--- config.mk ---
export PLATFORM = sky130hd
export DESIGN_NAME = turn_signal_sequencer
export DESIGN_NICKNAME = d
export VERILOG_FILES = /design/src/rtl/turn_signal_sequencer.sv
export SDC_FILE = /design/constraint.sdc
export NUM_CORES = 1
export LEC_CHECK = 0
export BUFFER_PORTS_ARGS = -buffer_cell sky130_fd_sc_hd__buf_2
export CAP_MARGIN = 10
export CORE_ASPECT_RATIO = 0.5
export CORE_MARGIN = 3
export CORE_UTILIZATION = 65
export CTS_CLUSTER_DIAMETER = 80
export CTS_CLUSTER_SIZE = 30
export DETAILED_ROUTE_END_ITERATION = 8
export GPL_ROUTABILITY_DRIVEN = 0
export PLACE_DENSITY = 0.87
export SYNTH_ARGS = -nofsm -noshare
export SYNTH_HDL_FRONTEND = slang
export SYNTH_SLANG_ARGS = --single-unit
--- constraint.sdc ---
create_clock -name clk -period 6.3 [get_ports clk]
set_clock_uncertainty 0.2 [all_clocks]
set_input_delay 0.63 -clock clk [delete_from_list [all_inputs] [get_ports clk]]
set_output_delay 0.63 -clock clk [all_outputs]
set_load 0.01 [all_outputs]
--- src/rtl/turn_signal_sequencer.sv ---
// Tail-light sequencer: sequential left/right fill, hazard flash and brake overlay.
// Step timing comes from an internal prescaler; all outputs are registered.
module turn_signal_sequencer #(
  parameter int LAMPS    = 3,
  parameter int TICK_DIV = 12500000
) (
  input  logic               clk,
  input  logic               reset,
  input  logic               left,
  input  logic               right,
  input  logic               hazard,
  input  logic               brake,
  output logic [2*LAMPS-1:0] status,
  output logic [1:0]         mode,
  output logic               tick
);

  localparam int CW = (TICK_DIV > 1) ? $clog2(TICK_DIV) : 1;
  localparam int SW = $clog2(LAMPS + 1);
  localparam logic [CW-1:0] CNT_LAST  = CW'(TICK_DIV - 1);
  localparam logic [SW-1:0] STEP_LAST = SW'(LAMPS);
  localparam logic [SW-1:0] STEP_ONE  = SW'(1);

  typedef enum logic [2:0] {
    IDLE      = 3'd0,
    LEFT_SEQ  = 3'd1,
    RIGHT_SEQ = 3'd2,
    HAZ_ON    = 3'd3,
    HAZ_OFF   = 3'd4
  } state_t;

  state_t             state, state_nx;
  logic [SW-1:0]      step, step_nx;
  logic [CW-1:0]      cnt, cnt_nx;
  logic               both, dir_cur, dir_oth;
  logic [LAMPS-1:0]   left_lit, right_lit;
  logic [2*LAMPS-1:0] status_nx;
  logic [1:0]         mode_nx;

  assign both    = left & right;
  assign dir_cur = (state == LEFT_SEQ) ? left  : right;
  assign dir_oth = (state == LEFT_SEQ) ? right : left;

  always_comb begin
    state_nx = state;
    step_nx  = step;
    case (state)
      IDLE: begin
        // IDLE reacts on any edge, without waiting for a tick
        if (hazard || both) begin
          state_nx = HAZ_ON;
          step_nx  = '0;
        end else if (left) begin
          state_nx = LEFT_SEQ;
          step_nx  = STEP_ONE;
        end else if (right) begin
          state_nx = RIGHT_SEQ;
          step_nx  = STEP_ONE;
        end
      end
      LEFT_SEQ, RIGHT_SEQ: begin
        if (tick) begin
          if (hazard) begin
            state_nx = HAZ_ON;
            step_nx  = '0;
          end else if (step == '0) begin
            if (dir_cur) begin
              step_nx = STEP_ONE;
            end else if (dir_oth) begin
              state_nx = (state == LEFT_SEQ) ? RIGHT_SEQ : LEFT_SEQ;
              step_nx  = STEP_ONE;
            end else begin
              state_nx = IDLE;
              step_nx  = '0;
            end
          end else if (step == STEP_LAST) begin
            step_nx = '0;
          end else begin
            step_nx = step + STEP_ONE;
          end
        end
      end
      HAZ_ON, HAZ_OFF: begin
        step_nx = '0;
        if (tick) begin
          if (hazard || both) state_nx = (state == HAZ_ON) ? HAZ_OFF : HAZ_ON;
          else                state_nx = IDLE;
        end
      end
      default: begin
        state_nx = IDLE;
        step_nx  = '0;
      end
    endcase
  end

  // Counter is pinned at zero in IDLE so the first step after leaving is full length
  always_comb begin
    if (state == IDLE || cnt == CNT_LAST) cnt_nx = '0;
    else                                  cnt_nx = cnt + 1'b1;
  end

  always_comb begin
    for (int i = 0; i < LAMPS; i++) begin
      left_lit[i]  = (state_nx == LEFT_SEQ)  && (int'(step_nx) > i);
      right_lit[i] = (state_nx == RIGHT_SEQ) && (int'(step_nx) >= LAMPS - i);
    end
  end

  always_comb begin
    status_nx = '0;
    mode_nx   = 2'b00;
    case (state_nx)
      HAZ_ON: begin
        status_nx = '1;
        mode_nx   = 2'b11;
      end
      HAZ_OFF: begin
        status_nx = '0;
        mode_nx   = 2'b11;
      end
      default: begin
        // Brake lights every lamp the active turn side does not own
        status_nx = {left_lit  | {LAMPS{brake && (state_nx != LEFT_SEQ)}},
                     right_lit | {LAMPS{brake && (state_nx != RIGHT_SEQ)}}};
        if (state_nx == LEFT_SEQ)       mode_nx = 2'b01;
        else if (state_nx == RIGHT_SEQ) mode_nx = 2'b10;
        else                            mode_nx = 2'b00;
      end
    endcase
  end

  always_ff @(posedge clk or posedge reset) begin
    if (reset) begin
      state  <= IDLE;
      step   <= '0;
      cnt    <= '0;
      tick   <= 1'b0;
      status <= '0;
      mode   <= 2'b00;
    end else begin
      state  <= state_nx;
      step   <= step_nx;
      cnt    <= cnt_nx;
      tick   <= (cnt_nx == CNT_LAST);
      status <= status_nx;
      mode   <= mode_nx;
    end
  end

endmodule

; Word-level counts from Yosys, hierarchy flattened
; Cells that the tools add are included.
[classes]
addsub = 2
magnitude_cmp = 6
eq_ne = 13
muxes = 30
bitwise = 3
n_reduce_logical = 15
[op_table]
columns = operator, n
row1 = == test 24 bit (second input constant), 2
row2 = two-way mux 3 bit, 10
row3 = adder 24 x 1 -> 24 bit (second input constant), 1
row4 = two-way mux 2 bit, 12
row5 = two-way mux 24 bit, 1
row6 = == test 3 x 2 -> 1 bit (second input constant), 4
row7 = one-hot mux 6 bit (2 select lines), 1
row8 = one-hot mux 3 bit (3 select lines), 1
row9 = logical AND 1 bit, 8
row10 = == test 3 x 1 -> 1 bit (second input constant), 2
row11 = == test 3 bit (second input constant), 2
row12 = bitwise OR 3 bit, 2
row13 = OR reduction 2 bit, 3
row14 = greater-or-equal comparator 2 bit (second input constant), 2
row15 = > comparator 2 x 1 -> 1 bit (second input constant), 2
row16 = two-way mux 1 bit, 4
row17 = one-hot mux 2 bit (2 select lines), 1
row18 = zero test 3 bit, 1
row19 = inequality test 3 x 1 -> 1 bit (second input constant), 1
row20 = inequality test 3 x 2 -> 1 bit (second input constant), 1
row21 = adder 2 x 1 -> 2 bit (second input constant), 1
row22 = == test 2 bit (second input constant), 1
row23 = greater-or-equal comparator 2 x 1 -> 1 bit (second input constant), 1
row24 = > comparator 2 bit (second input constant), 1
row25 = other kinds (3), 4
[totals]
regBits = 38
in_bits = 6
out_inout_bits = 9

; Longest topological paths before layout
; Gate-level depths: netlist (run 1).
[depth]
depth_word = 12
depth_mapped = 8
ltp_nobuf = 8

; Worst setup path before layout (run 1)
; No wires, ideal clock.
[synth_path]
path_type = register to register
startpoint = register cnt[0]
endpoint = register tick
setup_ns = 0.096
arrival_time_ns = 1.851
t_required_ns = 6.004
slack_ns = 4.154
stages_incl_launch_ff = 8
path_buffers = 1
synth_period_minus_slack_ns = 2.146
cell_sequence = dfrtp_1 -> ha_1 -> and4_1 -> buf_4 -> nand3_2 -> or4_1 -> a211o_2 -> nor4_2
[synth_via]
elab_chain_len = 4
elab_cells_between_ends = 5
[synth_rtl]
columns = element, line
row1 = start: declaration, 34  ; logic [CW-1:0] cnt, cnt_nx;
row2 = start signal: assignment, 144  ; cnt <= cnt_nx;
row3 = "parallel branches: the longest is 2 deep, another holds adder 24 x 1 -> 24 bit", n/a
row4 = two-way mux 24 bit *, 99  ; if (state == IDLE || cnt == CNT_LAST) cnt_nx = '0;
row5 = == test 24 bit *, 145  ; tick <= (cnt_nx == CNT_LAST);
row6 = end signal: assignment, 145
row7 = end: declaration, 15  ; output logic tick
; Mark *: on every way between the ends.

; Worst setup path after layout (run 1)
; Same ends and word-level chain as after synthesis.

==> results of run 1 <==
-- state kept, by name, summed over array words and instances, names as in the netlist --
signal	count
mode	2
status	6
state	3
cnt	24
tick	1
step	2
-- cells by family after synthesis --
kind of cell,share of synthesized area (%)
AOI/OAI and AO/OA,14.7
buffers and inverters,5.17
muxes,0.445
DFF,42.3
and+or+nand+nor,27.6
xor gates and xnor gates,8.18
adders and majority gates,1.67
-- cell type report --
type                    count  area (um^2)
well taps                  40         50.0
repair buffers             15         77.6
flip-flops and latches     38          951
fillers                   204          737
clock inverters             3         45.0
clock buffers               5         68.8
multi-input cells         177         1180
inverters                  11         41.3
-- metrics by stage --
stage          area (um^2)  util [%]  std cells
6_report              2420      76.6        289
3_3_place_gp          2300      73.0        281
4_1_cts               2420      76.6        289
2_1_floorplan         2250         -        238
5_1_grt               2420      76.6        289
3_5_place_dp          2300      73.0        281
-- how the worst max path moves through the flow --
stage | depth (start not counted) | to | from | slack, ns
6_report | 6 | tick$_DFF_PP0_ | cnt[0]$_DFF_PP0_ | 3.80
5_1_grt | 6 | tick$_DFF_PP0_ | cnt[0]$_DFF_PP0_ | 3.69
4_1_cts | 6 | tick$_DFF_PP0_ | cnt[0]$_DFF_PP0_ | 3.84
3_5_place_dp | 6 | tick$_DFF_PP0_ | cnt[0]$_DFF_PP0_ | 3.86
3_3_place_gp | 6 | tick$_DFF_PP0_ | cnt[0]$_DFF_PP0_ | 3.98
2_1_floorplan | 7 | tick$_DFF_PP0_ | cnt[0]$_DFF_PP0_ | 4.15
-- metal layers --
metal | vias up | global-route usage (%) | wire [um]
li1 | 873 | - | -
met1 | 889 | 33.8 | 2230
met2 | 80 | 39.4 | 2090
met3 | 13 | 6.01 | 321
met4 | 0 | 13.1 | 112
met5 | - | 0 | 0
-- power by group --
group | internal, mW | switching (mW)
clock network | 0.118 | 0.0952
registers | 0.285 | 0.0523
logic | 0.0738 | 0.108
total | 0.477 | 0.256
-- worst register-to-register path, stage by stage (launching register included) --
cell	delay, ns
dfrtp_1	0.42
ha_1	0.26
and4_1	0.43
nand3_2	0.19
or4_1	0.44
a211o_2	0.36
nor4_2	0.13
-- cell usage in the layout (no fill, tap or decap), types with 4 or more instances in the layout --
| master | n |
|---|---|
| a31oi_1 | 10 |
| nor4_1 | 8 |
| inv_1 | 9 |
| nand4_1 | 6 |
| xnor2_1 | 10 |
| dfrtp_1 | 38 |
| o21ai_0 | 4 |
| nand3b_1 | 4 |
| nor3_1 | 5 |
| clkbuf_8 | 5 |
| nand3_1 | 6 |
| a21oi_1 | 5 |
| nand2_1 | 16 |
| buf_2 | 14 |
| nor2_1 | 32 |
| xor2_1 | 11 |
==> run_results.csv, run 1 <==
group,metric,value,unit
sta,min_period,2.50,ns
logic_synthesis,syn_nets,247,
sta,max_freq,400,MHz
worst_setup_path,timing.rr.end,"tick$_DFF_PP0_",
worst_setup_path,crit_fanout,9,
logic_synthesis,synth_common_cells,"dfrtp_1 (38), nor2_1 (32), nand2_1 (16), xor2_1 (11)",
clock_tree,cts_tree,"done",
logic_synthesis,synth_edf_count,0,
layout,layout-drive-gt1-share,15.3,%
logic_synthesis,synth_top_area_share,42.3,%
routing,wl,4750,um
die,die_h,47.6,um
worst_setup_path,cp-end-kind,"flip-flop",
worst_hold_path,hp-class,"input port to asynchronous set/reset pin",
die,dieWidth,89.2,um
logic_synthesis,yosys_warnings,0,
worst_setup_path,rr_startpoint,"cnt[0]$_DFF_PP0_",
job,max-cap-violations,0,
sta,final_max_slew_viol_count,0,
grt,grt_max_degree,39,
worst_setup_path,critPathMaxStageDelay,0.44,ns
layout,syn2layout_area_growth,7.40,%
grt,grt_first_pass_wirelength,7930,um
routing,antenna_left,0,
placement,numPortBuffers,14,
logic_synthesis,synth_seq_area_share,42.3,%
placement,hpwl,3180,um
clock_tree,path_clk_slew,0.08,ns
routing,firstDrtPassIters,4,
sta,slew_headroom,63.7,%
clock_tree,cts_setup_buffers,0,
logic_synthesis,async_reset_ff_share,100,%
routing,avgViaCountPerCell,6.42,
die,core-area,0.00315,mm^2
worst_setup_path,crit_buf_inv,0,
worst_setup_path,cp_slowest_cell,"or4_1",
sta,setup_slack,3.80,ns
grt,first_global_vias,1722,
sta,setup_tns,0,ns
sta,rsz0062_at_grt,"false",
grt,antenna_found_initial,0,
worst_setup_path,crit_family,"simple AND/OR/NAND/NOR gates",
worst_setup_path,r2r_cells,6,
routing,drc,0,
grt,grtUsageTotal,25.3,%
pwr,p_per_area,303,mW/mm^2
die,initial_core_util,71.3,%
die,num_rows,14,
logic_synthesis,synthTopCellsByArea,"dfrtp_1 (42%), nor2_1 (5.3%), xor2_1 (4.3%)",
worst_setup_path,start_kind,"flip-flop",
placement,dp_slack,3.86,ns
logic_synthesis,ys_seq_elements,38,
logic_synthesis,syn_area_per_cell,9.45,um^2
logic_synthesis,synthFlopType,"dfrtp_1",
pwr,power_leakage,1.01,nW
die,die_area,0.00425,mm^2
logic_synthesis,ys_types,56,
worst_setup_path,path_class,"flip-flop to flip-flop",
clock_tree,cts_root_buf,"clkbuf_8",
clock_tree,clockBufferDepth,2,
sta,min_period_over_period,39.7,%
logic_synthesis,yosysMostFrequentCell,"dfrtp_1",
routing,drt_iter0_drc,110,
clock_tree,cts_inserted_buffers,5,
clock_tree,cts_sinks,38,
worst_setup_path,critical_path_required,6.31,ns
outcome,status,"finished clean",
pwr,power,733,uW
sta,timing.final.hold_violations,0,
clock_tree,holdBufCountCts,0,
layout,n_antenna_cell,0,
worst_setup_path,cp_cell_sequence,"ha_1 -> and4_1 -> nand3_2 -> or4_1 -> a211o_2 -> nor4_2",
worst_setup_path,worstPathArrival,2.51,ns
routing,vias,1855,
clock_tree,htree_levels,2,
clock_tree,clk-insertion-delay-late,0.30,ns
sta,worst-slew-pin-transition,0.540,ns
grt,grt-ovfl-total,0,
logic_synthesis,syn_inst,238,
layout,final_nets,257,
sta,hold_slack,0.229,ns
clock_tree,cts_resized,0,
logic_synthesis,synth_area,0.00225,mm^2
die,pin_count,15,
worst_setup_path,r2r_slack,3.80,ns
routing,wl_per_cell,16.4,um
pwr,peakVddDrop,0.000152,V
logic_synthesis,synth_top_area_cell,"dfrtp_1",
sta,setup_viol,0,
No activity file was read; power rests on OpenSTA's default activity.
==> inputs of run 2 (changes only) <==
Settings changed: ABC_AREA from default to 1, CORE_UTILIZATION 65 to 60, PLACE_DENSITY 0.87 to 0.81.
Clock period 6.3 ns to 2.57 ns, I/O delays scaled along.
==> run_results.csv, run 2 <==
group,metric,value,unit
logic_synthesis,syn_area_per_cell,7.22,um^2
clock_tree,clockBufferDepth,2,
die,num_rows,15,
worst_setup_path,critPathMaxStageDelay,0.45,ns
layout,final_common_cell,"nand2_1",
clock_tree,htree_levels,2,
worst_setup_path,rr_startpoint,"cnt[0]$_DFF_PP0_",
worst_setup_path,r2r_cells,12,
routing,wl,5450,um
clock_tree,cts_sinks,38,
worst_setup_path,crit_fanout,9,
worst_setup_path,worstPathArrival,2.40,ns
layout,largest_reg_flops,24,
logic_synthesis,syn_inst,323,
clock_tree,cts_tree,"done",
placement,numPortBuffers,14,
worst_setup_path,cp_common_cell,"nand4_1",
die,die_h,50.1,um
layout,layout_common_cells,"nand2_1 (78), nor2_1 (52), inv_1 (46)",
grt,grtUsageTotal,25.6,%
layout,layout-drive-gt1-share,17.1,%
sta,max_freq,422,MHz
logic_synthesis,synth_top_area_cell,"dfrtp_1",
sta,worst-slew-pin-transition,0.549,ns
worst_setup_path,critical_path_required,2.60,ns
sta,final_max_slew_viol_count,0,
layout,regMostFlops,"cnt",
outcome,status,"finished clean",
routing,drc,0,
logic_synthesis,async_reset_ff_share,100,%
logic_synthesis,synth_top_area_share,40.8,%
logic_synthesis,synth_common_cells,"nand2_1 (78), nor2_1 (53), inv_1 (46), dfrtp_1 (38), nand3_1 (25)",
pwr,p_per_area,828,mW/mm^2
sta,setup_tns,0,ns
job,max-cap-violations,0,
grt,grt_first_pass_wirelength,9200,um
pwr,peakVddDrop,0.000632,V
worst_hold_path,hold_start,"brake",
die,initial_core_util,65.1,%
logic_synthesis,synth_edf_count,0,
worst_setup_path,r2r_slack,0.20,ns
layout,utilization,73.6,%
placement,hpwl,3970,um
logic_synthesis,yosys_warnings,0,
routing,drt_iter0_drc,186,
worst_setup_path,crit_buf_inv,0,
routing,vias,2200,
die,core-area,0.00358,mm^2
logic_synthesis,ys_seq_elements,38,
clock_tree,cts_root_buf,"clkbuf_8",
logic_synthesis,ys_types,34,
layout,syn2layout_area_growth,13.1,%
routing,firstDrtPassIters,5,
grt,antenna_found_initial,0,
worst_hold_path,hp-class,"input port to flip-flop",
pwr,power_leakage,1.34,nW
layout,n_antenna_cell,0,
worst_setup_path,cp_slowest_cell,"dfrtp_2",
sta,timing.final.hold_violations,0,
logic_synthesis,synth_area,0.00233,mm^2
worst_setup_path,path_class,"flip-flop to flip-flop",
clock_tree,clk-insertion-delay-late,0.30,ns
logic_synthesis,yosysMostFrequentCell,"nand2_1",
logic_synthesis,synth_seq_area_share,40.8,%
worst_hold_path,min_path_cells,5,
layout,reg.largest.list,"cnt (24), status (6), state (3)",
sta,slew_headroom,63.3,%
sta,min_period,2.37,ns
die,die_area,0.00472,mm^2
worst_setup_path,startpoint,"cnt[0]$_DFF_PP0_",
routing,avgViaCountPerCell,5.49,
routing,wl_per_cell,13.6,um
sta,setup_viol,0,
worst_setup_path,crit_family,"simple AND/OR/NAND/NOR gates",
grt,grt-ovfl-total,0,
die,pin_count,15,
clock_tree,path_clk_slew,0.08,ns
worst_hold_path,min_to,"status[5]$_DFF_PP0_",
worst_setup_path,cp_cell_sequence,"ha_1 -> nand2_1 -> nor2_2 -> nand3_1 -> nor2_1 -> nor2_4 -> nand4_1 -> nor3_1 -> nand4_1 -> nor2_1 -> nand4_1 -> nor2_2",
clock_tree,cts_inserted_buffers,5,
sta,rsz0062_at_grt,"false",
logic_synthesis,synthFlopType,"dfrtp_1",
logic_synthesis,synthTopCellsByArea,"dfrtp_1 (41%), nand2_1 (13%), nor2_1 (8.5%)",
layout,fill_cells,293,
grt,first_global_vias,2075,
logic_synthesis,syn_nets,332,
layout,final_nets,358,
worst_setup_path,start_kind,"flip-flop",
sta,min_period_over_period,92.2,%
worst_setup_path,timing.rr.end,"tick$_DFF_PP0_",
worst_setup_path,cp-end-kind,"flip-flop",
routing,antenna_left,0,
grt,grt_max_degree,39,
die,dieWidth,94.2,um
[run 2: cell count changes after synthesis, moves of 9 or more]
cell and delta:
a31oi_1 -9, inv_1 +37, nand2_1 +62, nand3_1 +19, nor2_1 +21, xnor2_1 -9
[run 2: report_power, final]
part,internal [mW],switching [mW],leakage (nW)
Clock,0.289,0.232,0.0504
Combinational,0.305,0.562,0.787
Sequential,0.724,0.0715,0.500
Total,1.32,0.866,1.34
[run 2: per-layer routing]
| metal | vias to the layer above | routed length [um] | global-route usage, % |
|---|---|---|---|
| met5 | - | 0 | 0 |
| met4 | 0 | 85 | 9.83 |
| met3 | 15 | 427 | 6.55 |
| met2 | 91 | 2480 | 38.4 |
| met1 | 1011 | 2460 | 35.5 |
| li1 | 1083 | - | - |
[run 2: worst max-delay path by stage]
stage / depth (start not counted) / endpoint
global route: 13 / tick$_DFF_PP0_
floorplan: 12 / tick$_DFF_PP0_
CTS: 10 / tick$_DFF_PP0_
detailed placement: 10 / tick$_DFF_PP0_
finish: 12 / tick$_DFF_PP0_
global placement: 10 / tick$_DFF_PP0_
[run 2: cell type report]
type / instances / area (um^2) / area share (%)
inverters: 50 / 188 / 7.11
multi-input cells: 234 / 1200 / 45.6
repair buffers: 20 / 118 / 4.46
clock buffers: 5 / 68.8 / 2.61
flip-flops and latches: 38 / 952 / 36.1
clock inverters: 3 / 45.0 / 1.71
well taps: 51 / 63.8 / 2.42
[run 2: logic make-up after synthesis]
logic type,share of synthesized area (%)
buffers and inverters,8.21
xor gates and xnor gates,3.38
AOI/OAI and AO/OA,6.81
and+or+nand+nor,39.2
adders and majority gates,1.61
DFF,40.8
[run 2: worst min-delay path: stages]
cell and delay (ns):
buf_2 0.10, o21ai_2 0.06, nand2_1 0.05, nand2_1 0.04, nand2_1 0.05
[run 2: what timing repair did]
item / CTS / global route
setup buffers: 0 / 2
setup endpoints to repair: 0 / 1
resized for setup: 0 / 4
endpoints found under the hold margin: 38 / 0
hold buffers: 1 / 0
[run 2: metrics by stage]
step	cell area [um^2]	setup WS (ns)	total power, mW	std cells	hold slack, ns
after floorplan	2330	0.534	1.39	323	0.249
after global placement	2480	0.142	1.59	390	0.183
after detailed placement	2480	0.0864	1.63	390	0.195
after CTS	2610	0.0664	2.15	399	0.0929
after global routing	2640	0.0302	2.36	401	0.116
final	2640	0.201	2.18	401	0.0994
==> inputs of run 3 (changes only) <==
Settings changed: RECOVER_POWER from default to 25, SLEW_MARGIN from default to 20.
==> run_results.csv, run 3 (synthesized netlist as in run 2, its figures left out) <==
group,metric,value,unit
outcome,status,"finished clean",
placement,placed_cells,390,
routing,avgViaCountPerCell,5.54,
sta,rsz0062_at_grt,"false",
routing,antenna_left,0,
worst_setup_path,path_class,"flip-flop to flip-flop",
sta,setup_tns,0,ns
clock_tree,path_clk_slew,0.08,ns
clock_tree,cts_sinks,38,
grt,antenna_found_initial,0,
worst_setup_path,worstPathArrival,2.40,ns
worst_setup_path,r2r_slack,0.20,ns
pwr,sw_frac_of_total,40.1,%
sta,setup_viol,0,
grt,grt_max_degree,39,
sta,min_period,2.37,ns
layout,fill_cells,297,
die,num_rows,15,
worst_hold_path,min_to,"status[5]$_DFF_PP0_",
placement,dpl_cell_area,0.00248,mm^2
worst_hold_path,hp-class,"input port to flip-flop",
pwr,comb_power_share,39.2,%
layout,final_nets,358,
routing,wl_per_cell,13.6,um
worst_setup_path,crit_fanout,9,
layout,regMostFlops,"cnt",
clock_tree,htree_levels,2,
clock_tree,cts_inserted_buffers,5,
grt,grt_first_pass_wirelength,9200,um
placement,hpwl,3970,um
routing,wl,5460,um
worst_setup_path,start_kind,"flip-flop",
pwr,p_per_area,828,mW/mm^2
die,initial_core_util,65.1,%
sta,timing.final.hold_violations,0,
die,die_h,50.1,um
layout,fin_area,0.00263,mm^2
worst_setup_path,rr_startpoint,"cnt[0]$_DFF_PP0_",
clock_tree,clockBufferDepth,2,
layout,layout-drive-gt1-share,15.4,%
sta,worst-slew-pin-transition,0.935,ns
worst_setup_path,timing.rr.end,"tick$_DFF_PP0_",
layout,stdcell_count,401,
clock_tree,clk-insertion-delay-late,0.30,ns
layout,n_antenna_cell,0,
layout,regArea,952,um^2
layout,reg.largest.list,"cnt (24), status (6), state (3)",
routing,drc,0,
pwr,p_int,1.30,mW
die,core-area,0.00358,mm^2
die,die_area,0.00472,mm^2
sta,max_freq,422,MHz
worst_setup_path,cp-end-kind,"flip-flop",
layout,layout_common_cells,"nand2_1 (78), nor2_1 (52), inv_1 (46)",
worst_setup_path,critical_path_required,2.61,ns
routing,firstDrtPassIters,5,
layout,multi_input_area,0.00120,mm^2
pwr,p_sw,873,uW
worst_hold_path,min_path_cells,5,
layout,final_common_cell,"nand2_1",
die,pin_count,15,
grt,grt-ovfl-total,0,
layout,syn2layout_area_growth,12.7,%
sta,final_max_slew_viol_count,0,
sta,min_period_over_period,92.2,%
routing,vias,2223,
job,max-cap-violations,0,
pwr,power_leakage,1.32,nW
worst_setup_path,r2r_cells,13,
worst_hold_path,hold_start,"brake",
pwr,pwr-share-seq,36.7,%
placement,numPortBuffers,14,
die,dieWidth,94.2,um
clock_tree,cts_root_buf,"clkbuf_8",
clock_tree,cts_tree,"done",
sta,slew_headroom,37.7,%
routing,drt_iter0_drc,200,
pwr,power.share.clock,24.1,%
grt,first_global_vias,2075,
grt,grtUsageTotal,25.6,%
pwr,peakVddDrop,0.000632,V
sta,hold_slack,0.0993,ns
layout,largest_reg_flops,24,
==> run 3: metal layers <==
metal  global-route usage, %  vias up  wire length [um]  part of all wire, %
li1                        -     1085                 -                    -
met1                    35.5     1019              2400                   44
met2                    38.4      108              2520                   46
met3                    6.55       11               468                  8.6
met4                    9.83        0                75                  1.4
met5                       0        -                 0                    0
==> run 3: through the flow <==
stage | util [%] | total power, mW | setup slack, ns
after floorplan | - | 1.39 | 0.534
after detailed placement | 69.3 | 1.63 | 0.0864
final | 73.3 | 2.18 | 0.201
after CTS | 72.8 | 2.15 | 0.0664
after global placement | 69.3 | 1.59 | 0.142
after global routing | 73.3 | 2.35 | 0.0302
==> run 3: how the worst max path moves through the flow <==
| stage | end | from | slack [ns] |
|---|---|---|---|
| finish | tick$_DFF_PP0_ | cnt[0]$_DFF_PP0_ | 0.20 |
| global route | tick$_DFF_PP0_ | cnt[0]$_DFF_PP0_ | 0.03 |
| CTS | tick$_DFF_PP0_ | cnt[0]$_DFF_PP0_ | 0.07 |
| detailed placement | tick$_DFF_PP0_ | cnt[0]$_DFF_PP0_ | 0.09 |
| global placement | tick$_DFF_PP0_ | cnt[0]$_DFF_PP0_ | 0.14 |
| floorplan | tick$_DFF_PP0_ | cnt[0]$_DFF_PP0_ | 0.53 |
==> run 3: area by class of cell <==
cell class                 instances  area share (%)
clock buffer                       5            2.62
sequential                        38            36.2
clock inverter                     3            1.71
multi-input combinational        234            45.8
inverter                          50            7.14
tap                               51            2.43
timing repair buffer              20            4.09
==> run 3: what timing repair did <==
item                                   CTS  global route
hold buffers                             1             0
setup endpoints to repair                0             1
buffers inserted                         0             2
endpoints found under the hold margin   38             0
gates resized for setup                  0             4
==> run 3: power by group through the flow <==
stage | Combinational, mW | Clock, mW | Sequential (mW)
floorplan | 0.563 | 0 | 0.831
finish | 0.854 | 0.524 | 0.799
global placement | 0.792 | 0 | 0.801
detailed placement | 0.820 | 0 | 0.806
global route | 0.967 | 0.564 | 0.816
CTS | 0.833 | 0.527 | 0.795
==> run 3: worst max-delay path, cell delays in order (launching register included) <==
cell	delay, ns
dfrtp_2	0.43
ha_1	0.18
nand2_1	0.11
nor2_2	0.20
nand3_1	0.17
nor2_1	0.21
nor2_4	0.10
nand3_1	0.14
nand3_1	0.07
inv_1	0.06
nand4_1	0.13
nor2_1	0.12
nand4_1	0.10
nor2_2	0.08
